==> src/rtl/mips_run_pkg.sv <==
// Shared types and elaboration helpers for the MIPS run controller.
// The optional trace buffer is enabled by defining MIPS_TRACE_EN.
package mips_run_pkg;

  typedef enum logic [2:0] {
    ST_IDLE,
    ST_RESET,
    ST_RUN,
    ST_DONE,
    ST_TIMEOUT
  } run_state_e;

  // Ceiling log2, never below 1 so it can size a counter or index directly.
  function automatic int unsigned clog2(input int unsigned val);
    int unsigned res;
    res = 0;
    for (int unsigned i = 0; i < 32; i++) begin
      if ((longint'(1) << i) < longint'(val)) res = i + 1;
    end
    return (res == 0) ? 1 : res;
  endfunction

  function automatic bit params_ok(input int unsigned aw, input int unsigned cw,
                                   input int unsigned rst_cycles, input int unsigned halt_stable,
                                   input int unsigned timeout_cycles, input int unsigned trace_depth);
    bit ok;
    ok = (aw >= 1) && (cw >= 1) && (rst_cycles >= 1) && (halt_stable >= 1) &&
         (timeout_cycles >= 2) && (trace_depth >= 2) &&
         ((trace_depth & (trace_depth - 1)) == 0);
    if ((cw < 32) && (longint'(timeout_cycles) >= (longint'(1) << cw))) ok = 1'b0;
    return ok;
  endfunction

endpackage

==> src/rtl/mips_trace_buf.sv <==
// Circular PC trace buffer: oldest entry overwritten, read index 0 is the newest entry.
// Only instantiated when MIPS_TRACE_EN is defined.
module mips_trace_buf
  import mips_run_pkg::*;
#(
  parameter int unsigned AW          = 32,
  parameter int unsigned TRACE_DEPTH = 8
) (
  input  logic                            clk_i,
  input  logic                            clr_i,
  input  logic                            we_i,
  input  logic [AW-1:0]                   wdata_i,
  input  logic [clog2(TRACE_DEPTH)-1:0]   rd_idx_i,
  output logic [AW-1:0]                   rd_data_o
);

  localparam int unsigned IW  = clog2(TRACE_DEPTH);
  localparam int unsigned CWD = IW + 1;

  logic [AW-1:0]  mem_q [TRACE_DEPTH];
  logic [IW-1:0]  wptr_q, wptr_d;
  logic [CWD-1:0] cnt_q, cnt_d;
  logic [IW-1:0]  rd_ptr;

  always_comb begin
    wptr_d = wptr_q;
    cnt_d  = cnt_q;
    if (clr_i) begin
      wptr_d = '0;
      cnt_d  = '0;
    end else if (we_i) begin
      wptr_d = wptr_q + IW'(1);
      if (cnt_q != CWD'(TRACE_DEPTH)) cnt_d = cnt_q + CWD'(1);
    end
  end

  always_ff @(posedge clk_i) begin
    wptr_q <= wptr_d;
    cnt_q  <= cnt_d;
  end

  // Storage is deliberately not cleared; the valid count hides stale entries.
  always_ff @(posedge clk_i) begin
    if (we_i && !clr_i) mem_q[wptr_q] <= wdata_i;
  end

  always_comb begin
    rd_ptr    = wptr_q - IW'(1) - rd_idx_i;
    rd_data_o = '0;
    if ({1'b0, rd_idx_i} < cnt_q) rd_data_o = mem_q[rd_ptr];
  end

endmodule

==> src/rtl/mips_run_ctrl.sv <==
// Run controller for the MIPS core: core reset sequencing, cycle counting, halt/timeout detection.
// Define MIPS_TRACE_EN to add a circular trace of distinct PCs seen while running.
module mips_run_ctrl
  import mips_run_pkg::*;
#(
  parameter int unsigned AW             = 32,
  parameter int unsigned CW             = 32,
  parameter int unsigned RST_CYCLES     = 2,
  parameter int unsigned HALT_STABLE    = 4,
  parameter int unsigned TIMEOUT_CYCLES = 500,
  parameter int unsigned TRACE_DEPTH    = 8
) (
  input  logic                          clk,
  input  logic                          pc_rst,
  input  logic                          start,
  input  logic [AW-1:0]                 pc,
  input  logic [clog2(TRACE_DEPTH)-1:0] trace_idx,
  output logic                          cpu_rst,
  output logic                          running,
  output logic                          done,
  output logic                          timed_out,
  output logic [CW-1:0]                 cycle_cnt,
  output logic [AW-1:0]                 trace_pc
);

  localparam int unsigned RCW = clog2(RST_CYCLES);
  localparam int unsigned SCW = clog2(HALT_STABLE);

  if (!params_ok(AW, CW, RST_CYCLES, HALT_STABLE, TIMEOUT_CYCLES, TRACE_DEPTH)) begin : g_param_check
    $error("mips_run_ctrl: illegal parameter combination");
  end

  run_state_e     state_q, state_d;
  logic [RCW-1:0] rst_cnt_q, rst_cnt_d;
  logic [CW-1:0]  cycle_cnt_q, cycle_cnt_d;
  logic [SCW-1:0] stable_q, stable_d;
  logic [AW-1:0]  pc_q, pc_d;
  logic           pc_vld_q, pc_vld_d;
  logic           done_q, done_d;
  logic           timed_out_q, timed_out_d;
  logic           enter_reset;
  logic           pc_eq;
  logic           halt_hit;
  logic           timeout_hit;

  always_comb begin
    state_d     = state_q;
    rst_cnt_d   = rst_cnt_q;
    cycle_cnt_d = cycle_cnt_q;
    stable_d    = stable_q;
    pc_d        = pc_q;
    pc_vld_d    = pc_vld_q;
    done_d      = done_q;
    timed_out_d = timed_out_q;
    enter_reset = 1'b0;
    pc_eq       = pc_vld_q && (pc == pc_q);
    halt_hit    = pc_eq && (stable_q == SCW'(HALT_STABLE - 1));
    timeout_hit = (cycle_cnt_q == CW'(TIMEOUT_CYCLES - 1));

    unique case (state_q)
      ST_IDLE: begin
        if (start) enter_reset = 1'b1;
      end
      ST_RESET: begin
        if (rst_cnt_q == RCW'(RST_CYCLES - 1)) state_d = ST_RUN;
        else                                   rst_cnt_d = rst_cnt_q + RCW'(1);
      end
      ST_RUN: begin
        cycle_cnt_d = cycle_cnt_q + CW'(1);
        pc_d        = pc;
        pc_vld_d    = 1'b1;
        if (pc_vld_q) stable_d = pc_eq ? stable_q + SCW'(1) : '0;
        // Halt is checked first so a same-cycle halt and timeout reports only done.
        if (halt_hit) begin
          state_d = ST_DONE;
          done_d  = 1'b1;
        end else if (timeout_hit) begin
          state_d     = ST_TIMEOUT;
          timed_out_d = 1'b1;
        end
      end
      ST_DONE, ST_TIMEOUT: begin
        if (start) enter_reset = 1'b1;
      end
      default: state_d = ST_IDLE;
    endcase

    if (enter_reset) begin
      state_d     = ST_RESET;
      rst_cnt_d   = '0;
      cycle_cnt_d = '0;
      stable_d    = '0;
      pc_vld_d    = 1'b0;
      done_d      = 1'b0;
      timed_out_d = 1'b0;
    end
  end

  always_ff @(posedge clk) begin
    if (pc_rst) begin
      state_q     <= ST_IDLE;
      rst_cnt_q   <= '0;
      cycle_cnt_q <= '0;
      stable_q    <= '0;
      pc_q        <= '0;
      pc_vld_q    <= 1'b0;
      done_q      <= 1'b0;
      timed_out_q <= 1'b0;
    end else begin
      state_q     <= state_d;
      rst_cnt_q   <= rst_cnt_d;
      cycle_cnt_q <= cycle_cnt_d;
      stable_q    <= stable_d;
      pc_q        <= pc_d;
      pc_vld_q    <= pc_vld_d;
      done_q      <= done_d;
      timed_out_q <= timed_out_d;
    end
  end

  assign cpu_rst   = (state_q == ST_IDLE) || (state_q == ST_RESET);
  assign running   = (state_q == ST_RUN);
  assign done      = done_q;
  assign timed_out = timed_out_q;
  assign cycle_cnt = cycle_cnt_q;

`ifdef MIPS_TRACE_EN
  logic trace_we;
  logic trace_clr;

  assign trace_we  = !pc_rst && (state_q == ST_RUN) && (!pc_vld_q || (pc != pc_q));
  assign trace_clr = pc_rst || enter_reset;

  mips_trace_buf #(
    .AW          (AW),
    .TRACE_DEPTH (TRACE_DEPTH)
  ) u_trace_buf (
    .clk_i     (clk),
    .clr_i     (trace_clr),
    .we_i      (trace_we),
    .wdata_i   (pc),
    .rd_idx_i  (trace_idx),
    .rd_data_o (trace_pc)
  );
`else
  logic unused_trace_idx;
  assign unused_trace_idx = ^trace_idx;
  assign trace_pc         = '0;
`endif

endmodule

==> config.mk <==
export PLATFORM = sky130hd
export DESIGN_NAME = mips_run_ctrl
export DESIGN_NICKNAME = d
export VERILOG_FILES = /design/src/rtl/mips_run_pkg.sv /design/src/rtl/mips_trace_buf.sv /design/src/rtl/mips_run_ctrl.sv
export SDC_FILE = /design/constraint.sdc
export NUM_CORES = 1
export LEC_CHECK = 0
export ABC_CLOCK_PERIOD_IN_PS = 2050
export CAP_MARGIN = 20
export CORE_MARGIN = 2
export CORE_UTILIZATION = 48
export DETAILED_ROUTE_END_ITERATION = 12
export GPL_ROUTABILITY_DRIVEN = 0
export PLACE_DENSITY = 0.8
export SLEW_MARGIN = 20
export SYNTH_ARGS = -nofsm -noshare
export SYNTH_HDL_FRONTEND = slang
export SYNTH_SLANG_ARGS = --single-unit
==> constraint.sdc <==
create_clock -name clk -period 2.05 [get_ports clk]
set_input_delay 0.3075 -clock clk [delete_from_list [all_inputs] [get_ports clk]]
set_output_delay 0.3075 -clock clk [all_outputs]
set_load 0.005 [all_outputs]
==> metrics.txt <==
status finished clean; cts bufs inserted 9; number of synthesis warnings 0; dpl hpwl 5.890 mm; Fill cells 662; clk buf depth 2; GR Overflow Total 0; first-pass GRT wire length between 10 and 15 mm; Routed Antenna Nets 0; Data arrival, critical path roughly 1.7 ns; Mapped Cells roughly 450; total power density per cell area 585.7 nW/um^2; Initial Util 0.4872; Hold-fix buffers, CTS 0; largest net degree at the start of global routing 35; worst-skew pair later-pin latency between 0.3 and 0.4 ns; Final WS setup 0.07557 ns; setup violators final 0; Netlist cell types 47; Clock Tree Root clkbuf_8; Seq/Total Area, Yosys 0.3943; initial antenna violation count 0; CTS Sinks 73; H-tree levels 3; Setup WS pre-CTS -0.2806 ns; io pins 106; P_leak ~1.7 nW; wire per inst 12.53 um; top-count cell post-synth nand2_1; max_cap viols 0; Final Hold Viols 0; CP Launch Type register; Area Overhead vs Synth 26.20%; Site Rows 32; Die X ~92 um; number of flops mapped to enable cells by yosys 0; Avg Cell Area, Syn between 8 and 9 sq um; Total Routing Usage GR 0.1959; Reg clk slew, reported paths about 0.070 ns; CP endpoint kind output pin; Die H ~92 um; routed vias ~3.3k; vias per inst between 5 and 6; vias in the first global route slightly below 3k; Nets 576; synthesized cell area 3706 sq um; fmax approximately 500 MHz; Yosys top cell area share 0.3943; TritonCTS clock tree yes; worst hold path class register to register; Main synth FF type dfxtp_1; core footprint about 7600 sq um; critical path class register to output pin; WL final approximately 8.1 mm; Max Fanout on Critical Path 7; leading area contributor after synthesis dfxtp_1; flops & latches, synth 73; diode count 0; drt initial violations 197; WHS 0.4589 ns; share of post-route cells with drive strength above 1 0.08503; largest cells by area after synthesis dfxtp_1 (39%), xnor2_1 (9.0%), nand2_1 (8.6%); Pwr Total ~2.7 mW; residual DRC count 0; Final Cell Area approximately 4700 sq um; Placed Area ~4400 sq um; Post-synth top cells nand2_1 (85), dfxtp_1 (73), a21oi_1 (44); Final Critical Period 1.974 ns; Crit path required time roughly 1.7 ns; first drt pass iteration count 4; unrepaired setup endpoints after global routing no; die area approximately 8400 sq um; Port-buffer cells 70; Layout Utilization 0.6148; VDD IR max between 0.0003 and 0.0004 V; Worst Clk Skew 0.006586 ns; Slew Viols, Final 0; Final Cycle Share 0.9631; ys async rst share 0
==> repair_timing <==
action,4_1_cts,5_1_grt
setup endpoints to repair,1,6
resized for setup,1,2
pin swaps,0,2
buffers inserted,3,1
==> registers in the layout, summed over array words and instances, names as in the netlist <==
name       count
pc_q          32
stable_q       2
rst_cnt_q      1
cycle_cnt     32
pc_vld_q       1
state_q        3
done           1
timed_out      1
==> critical path, cell delays in order, from the launching register on <==
cell             delay [ns]
dfxtp_2                0.33
inv_2                  0.04
or3_4                  0.37
clkinv_8               0.08
clkdlybuf4s50_1        0.49
==> report_power, final <==
part / total [mW] / leakage, nW / internal (mW) / switching, mW
Combinational: 0.214 / 0.971 / 0.107 / 0.107
Clock: 1.09 / 0.0998 / 0.556 / 0.537
Sequential: 1.43 / 0.589 / 1.43 / 0.00600
==> layout make-up <==
| class | count | area [sq um] | area share |
|---|---|---|---|
| sequential | 73 | 1463 | 0.3127 |
| inverter | 14 | 65.06 | 0.01391 |
| timing repair buffer | 90 | 850.8 | 0.1819 |
| tap | 102 | 127.6 | 0.02729 |
| clock inverter | 6 | 58.81 | 0.01257 |
| clock buffer | 10 | 127.6 | 0.02729 |
| multi-input combinational | 348 | 1984 | 0.4243 |
==> layer usage <==
metal  wire (um)  part of all wire  GRT usage  vias up
li1            -                 -          -     1636
met1        3523              0.44     0.2358     1527
met2        3959              0.49     0.3333       90
met3         471             0.058    0.04766        9
met4         100             0.012    0.08333        0
met5           0                 0          0        -
==> path summary, 6_finish.rpt <==
kind / depth (start not counted) / slack (ns) / startpoint / to
max reg2reg: 9 / 0.17 / state_q[1] / cycle_cnt[19]
min reg2reg: 2 / 0.46 / pc_q[18] / pc_q[18]
max: 4 / 0.08 / state_q[1] / running
min: 2 / 0.46 / pc_q[18] / pc_q[18]
==> logic make-up after synthesis <==
family | share of synthesized area
buffers and inverters | 0.1047
flip-flops | 0.3943
other | 0.001012
XOR/XNOR | 0.1111
AND/OR/NAND/NOR | 0.2789
multiplexers | 0.008103
adder cells (fa/ha/maj) | 0.006751
AO/OA/AOI/OAI | 0.09521
==> cells in the final DEF (no fill, tap or decap), types with 2 or more instances in the layout <==
cell,synthesis,routed
a21oi_1,44,44
clkinv_2,0,4
o21ai_0,2,2
nand4_1,11,11
clkdlybuf4s50_1,0,70
buf_4,32,20
and2_1,2,2
or3_1,6,5
and4_1,2,2
nor2_1,31,31
ha_1,2,2
nor2b_1,7,7
nand2b_1,3,3
nor4b_1,3,3
nand2_1,85,85
xor2_1,9,9
and3_1,8,8
a2111o_1,2,2
a21o_1,5,5
dfxtp_1,73,72
inv_1,12,12
nor4_4,2,2
clkbuf_8,0,9
nor3_1,6,6
conb_1,1,32
xnor2_1,38,38
mux2i_1,3,3
nand3_1,14,14
nor4_1,15,14
==> per-stage QoR <==
stage	instances	setup TNS, ns
global placement	623	-0.7546
global route	643	0
CTS	642	0
detailed placement	623	-1.307
floorplan	485	0
finish	643	0
Note: power is estimated with default switching activity, not from simulation.
